<file path="config.mk">
export PLATFORM = sky130hd
export DESIGN_NAME = fetch_stage
export DESIGN_NICKNAME = d
export VERILOG_FILES = /design/src/rtl/fetch_stage_pkg.sv /design/src/rtl/fetch_stage_fd_latch.sv /design/src/rtl/fetch_stage.sv
export SDC_FILE = /design/constraint.sdc
export NUM_CORES = 1
export LEC_CHECK = 0
export ABC_AREA = 1
export ABC_CLOCK_PERIOD_IN_PS = 2300
export CORE_MARGIN = 2
export CORE_UTILIZATION = 35
export CTS_BUF_LIST = sky130_fd_sc_hd__clkbuf_8
export DETAILED_ROUTE_END_ITERATION = 10
export PLACE_DENSITY = 0.56
export SLEW_MARGIN = 40
export SYNTH_ARGS = -nofsm -noshare
export SYNTH_HDL_FRONTEND = slang
export SYNTH_SLANG_ARGS = --single-unit
export TNS_END_PERCENT = 20
</file>
<file path="constraint.sdc">
create_clock -name clock -period 2.3 [get_ports clock]
set_input_delay 0.69 -clock clock [delete_from_list [all_inputs] [get_ports clock]]
set_output_delay 0.69 -clock clock [all_outputs]
set_load 0.005 [all_outputs]
</file>
<file path="src/rtl/fetch_stage_pkg.sv">
// Shared widths, bubble encoding and fetch FSM state encoding for the fetch stage.
package fetch_stage_pkg;

    localparam int IADDR_W = 12;
    localparam int INSTR_W = 32;

    localparam logic [INSTR_W-1:0] NOP_INSTR = 32'h0000_0000;

    typedef enum logic [1:0] {
        ST_RUN    = 2'd0,
        ST_SQUASH = 2'd1,
        ST_HOLD   = 2'd2
    } fetch_state_e;

endpackage

</file>
<file path="src/rtl/fetch_stage_fd_latch.sv">
// F/D pipeline latch: load on enable, flush to the bubble word, flush wins over load.
module fd_latch
    import fetch_stage_pkg::*;
#(
    parameter logic [INSTR_W-1:0] NOP_WORD = NOP_INSTR
) (
    input  logic               clock,
    input  logic               reset,
    input  logic               en,
    input  logic               flush,
    input  logic [INSTR_W-1:0] d_instr,
    input  logic [IADDR_W-1:0] d_next,
    output logic [INSTR_W-1:0] q_instr,
    output logic [IADDR_W-1:0] q_next
);

    always_ff @(posedge clock or negedge reset) begin
        if (!reset) begin
            q_instr <= NOP_WORD;
            q_next  <= '0;
        end else if (flush) begin
            q_instr <= NOP_WORD;
            q_next  <= '0;
        end else if (en) begin
            q_instr <= d_instr;
            q_next  <= d_next;
        end
    end

endmodule

</file>
<file path="src/rtl/fetch_stage.sv">
// Instruction fetch: PC sequencing against a one-cycle-latency imem, stall/redirect handling.
//
//   state  | meaning
//   RUN    | word returning on q_imem belongs to req_pc and is live
//   SQUASH | word returning on q_imem is stale and must be dropped
//   HOLD   | hold_instr keeps a live word until the stall releases
module fetch_stage
    import fetch_stage_pkg::*;
#(
    parameter logic [IADDR_W-1:0] RESET_PC = 12'h000,
    parameter logic [INSTR_W-1:0] NOP_WORD = NOP_INSTR
) (
    input  logic               clock,
    input  logic               reset,
    input  logic [INSTR_W-1:0] q_imem,
    input  logic               stall,
    input  logic               redirect,
    input  logic [IADDR_W-1:0] redirect_target,
    output logic [IADDR_W-1:0] address_imem,
    output logic [INSTR_W-1:0] q_imem_fd,
    output logic [IADDR_W-1:0] next_iaddr_fd,
    output logic [15:0]        bubble_count
);

    fetch_state_e       state;
    logic [IADDR_W-1:0] pc;
    logic [IADDR_W-1:0] req_pc;
    logic [INSTR_W-1:0] hold_instr;

    logic               fd_en;
    logic               fd_flush;
    logic               bubble;
    logic [INSTR_W-1:0] fd_d_instr;

    always_comb begin
        bubble     = redirect || (state == ST_SQUASH && !stall);
        fd_flush   = bubble;
        fd_en      = !stall && (state != ST_SQUASH);
        fd_d_instr = (state == ST_HOLD) ? hold_instr : q_imem;
    end

    always_ff @(posedge clock or negedge reset) begin
        if (!reset) begin
            state        <= ST_SQUASH;
            pc           <= RESET_PC;
            req_pc       <= RESET_PC;
            hold_instr   <= NOP_WORD;
            bubble_count <= '0;
        end else begin
            if (bubble && bubble_count != 16'hFFFF)
                bubble_count <= bubble_count + 16'd1;

            if (redirect) begin
                pc         <= redirect_target;
                hold_instr <= NOP_WORD;
                state      <= ST_SQUASH;
            end else begin
                case (state)
                    ST_RUN: begin
                        if (stall) begin
                            hold_instr <= q_imem;
                            state      <= ST_HOLD;
                        end else begin
                            req_pc <= pc;
                            pc     <= pc + 12'd1;
                        end
                    end
                    ST_HOLD: begin
                        if (!stall) begin
                            req_pc <= pc;
                            pc     <= pc + 12'd1;
                            state  <= ST_RUN;
                        end
                    end
                    ST_SQUASH: begin
                        if (!stall) begin
                            req_pc <= pc;
                            pc     <= pc + 12'd1;
                            state  <= ST_RUN;
                        end
                    end
                    default: state <= ST_SQUASH;
                endcase
            end
        end
    end

    assign address_imem = pc;

    fd_latch #(
        .NOP_WORD (NOP_WORD)
    ) u_fd_latch (
        .clock   (clock),
        .reset   (reset),
        .en      (fd_en),
        .flush   (fd_flush),
        .d_instr (fd_d_instr),
        .d_next  (req_pc + 12'd1),
        .q_instr (q_imem_fd),
        .q_next  (next_iaddr_fd)
    );

endmodule

</file>
==> impl_metrics.tcl <==
set metrics [dict create \
    status "complete, no violations" \
    drcViolationCount 0 \
    crit_required_ns 1.61 \
    final.setup.worst_slack_ns 0.137 \
    insertion_delay_ns 0.44 \
    r2r_cells 5 \
    dieWidth_um 134 \
    critPathKind "reg -> out" \
    cts_tree "yes" \
    core_area_sq_um 16600 \
    pre_cts_slack_ns 0.144 \
    clock.fmax_mhz 462 \
    crit_slowest_cell "clkdlybuf4s50_1" \
    fin_crit_ns 2.16 \
    syn_inst 727 \
    drv_cap 0 \
    antenna_found_initial 0 \
    vdd_drop_max_v 0.000410 \
    ys.flop_type "dfrtp_1" \
    placed_area_sq_um 7420 \
    synth_edf_count 0 \
    htreeDepth 4 \
    avgRoutedWirePerCell_um 14.0 \
    r2r_slack_ns 0.57 \
    rr_startpoint "state[0]" \
    viasPerCell 4.86 \
    row_count 47 \
    cts_buffers 17 \
    clk_pin_slew_ns 0.07 \
    clockBufferDepth 2 \
    cts-root-buf "clkbuf_8" \
    leakage_nw 3.70 \
    io_buffers 119 \
    postCtsHoldBufs 0 \
    cp-end-kind "output pin" \
    syn_avg_cell_area_sq_um 8.18 \
    num_io_pins 120 \
    die-area_sq_um 18100 \
    yosys_warnings 0 \
    grt_max_degree 62 \
    tightest_slew_ns 0.578 \
    register_area_sq_um 2950 \
    critical-path-top-delay-family "buffers and inverters" \
    yosysUniqueCellTypes 36 \
    syn_area_sq_um 5950 \
    dp_hpwl_um 10700 \
    cts.sinks 118 \
    multi_input_area_sq_um 2640 \
    critPathMaxFanout 8 \
    area_delta_synth_final_pct 33.2 \
    synth_nets 783 \
    dr.pass1.iters 5 \
    nets 905 \
    ys_async_sr_fraction_pct 100 \
    slew_violations 0 \
    hold_viol_final 0 \
    start_util_pct 35.9 \
    grt_first_pass_wirelength_um 25700 \
    fin_crit_sh_pct 94.1 \
    power_density_nw_per_um2 874 \
    fin_area_sq_um 7920 \
    worstReg2RegEnd "u_fd_latch.q_instr[12]" \
    grtUsageTotal_pct 17.9 \
    cts_resized 0 \
    drive_above_1_share_pct 12.2 \
    crit_chain "clkdlybuf4s50_1" \
    timing.slew.headroom_pct 61.4 \
    overflow 0 \
    crit_arrival_ns 1.47 \
    cts_setup_buffers 0 \
    drt_iter0_markers 304 \
    routed-via-count 5260 \
    start_kind "register" \
    final.setup_skew_ns 0.00955 \
    synth-seq-cells 118 \
    ant_nets 0 \
    gp_congestion 0.838 \
    wirelength_um 15200 \
    n_antenna_cell 0 \
    n_fill_cell 1599 \
    rsz0062_at_grt "false" \
    grt_pass1_vias 5128 \
    ys_seq_area_share_pct 49.7 \
    setup_viol 0 \
    cpPeakStageDelay_ns 0.55 \
    crit_buf_inv 1 \
    die_h_um 134 \
    hp-class "in -> async" \
    setup_tns_ns 0 \
]
## cell usage after synthesis (2+ instances only)
cell | count | area share [%]
o211ai_1 | 2 | 0.25
nand2_1 | 221 | 14
inv_2 | 8 | 0.50
nor2_1 | 105 | 6.6
o31ai_2 | 17 | 3.6
nand2_2 | 10 | 1.1
o31ai_1 | 15 | 1.9
xnor2_1 | 4 | 0.59
o21ai_2 | 6 | 0.88
buf_6 | 5 | 0.95
inv_1 | 36 | 2.3
a21oi_1 | 27 | 2.3
o21ai_0 | 22 | 1.9
nand2_4 | 2 | 0.38
clkbuf_1 | 11 | 0.69
o21ai_1 | 10 | 0.84
nor2_2 | 4 | 0.42
dfrtp_1 | 117 | 49
nor2_4 | 4 | 0.76
a31oi_1 | 2 | 0.21
nand4_1 | 5 | 0.53
buf_2 | 13 | 1.1
xor2_1 | 4 | 0.59
ha_1 | 8 | 1.7
buf_4 | 3 | 0.38
nand3_1 | 55 | 4.6
buf_1 | 2 | 0.13
## cell families (layout without fill, tap and decap cells)
group / after synthesis / after routing / share of synthesized area (%)
AOI/OAI and AO/OA: 107 / 107 / 12.9
DFF: 118 / 118 / 49.7
buffers and inverters: 78 / 213 / 6.02
xor gates and xnor gates: 8 / 8 / 1.18
adders and majority gates: 8 / 8 / 1.68
and+or+nand+nor: 408 / 408 / 28.6
## worst reg2reg max path, delay by kind of cell (launching register included)
kind | cells | cell delay (ns)
buffers and inverters | 2 | 0.52
DFF | 1 | 0.56
adders and majority gates | 1 | 0.22
AOI/OAI and AO/OA | 1 | 0.23
and+or+nand+nor | 1 | 0.12
## layout make-up
class                   instances  area share, %
clock inverters                10           2.50
well taps                     220           3.47
flip-flops and latches        118           37.3
inverters                      44           2.08
repair buffers                137           17.5
clock buffers                  22           3.82
multi-input cells             531           33.3
## cell usage in the layout, fill, tap and decap left out, drive strengths merged, types with 6 or more instances in the layout
master,netlist,routed
nand3,55,55
o21ai,39,39
dfrtp,117,117
clkbuf,11,22
buf,23,19
ha,8,8
nand2,233,233
nor2,113,113
inv,44,46
clkdlybuf4s50,0,118
bufinv,0,6
o31ai,32,32
a21oi,28,28
## stage by stage
| stage | std cells | util, % | power, W | hold slack, ns |
|---|---|---|---|---|
| floorplan | 727 | - | 0.00373 | 0.394 |
| global placement | 1050 | 44.8 | 0.00459 | 0.471 |
| detailed placement | 1050 | 44.8 | 0.00463 | 0.471 |
| CTS | 1082 | 47.8 | 0.00701 | 0.0446 |
| global route | 1082 | 47.8 | 0.00736 | 0.0536 |
| finish | 1082 | 47.8 | 0.00692 | 0.0764 |
## state kept, by name (all words and copies together) (netlist names)
register            count
address_imem           12
bubble_count           16
hold_instr             32
req_pc                 12
state                   2
u_fd_latch.q_instr     32
u_fd_latch.q_next      12
## where the power goes
group | total, W | internal (W) | switching (W)
Clock | 0.00235 | 0.00153 | 0.000819
Sequential | 0.00276 | 0.00242 | 0.000338
Combinational | 0.00181 | 0.000856 | 0.000950
Total | 0.00692 | 0.00482 | 0.00211
## metal layers
layer	track usage [%]	wire length, um
met1	24.1	7090
met2	28.3	7140
met3	4.20	787
met4	5.96	177
met5	0	0
## worst max path at each step
stage	startpoint	endpoint	slack [ns]	depth (start not counted)
floorplan	state[0]	u_fd_latch.q_instr[14]	0.69	7
global placement	stall	address_imem[11]	0.18	7
detailed placement	stall	u_fd_latch.q_instr[6]	0.14	5
CTS	bubble_count[0]	bubble_count[0]	0.09	1
global route	bubble_count[0]	bubble_count[0]	0.06	1
finish	bubble_count[0]	bubble_count[0]	0.14	1
Note: power is estimated with default switching activity, not from simulation.
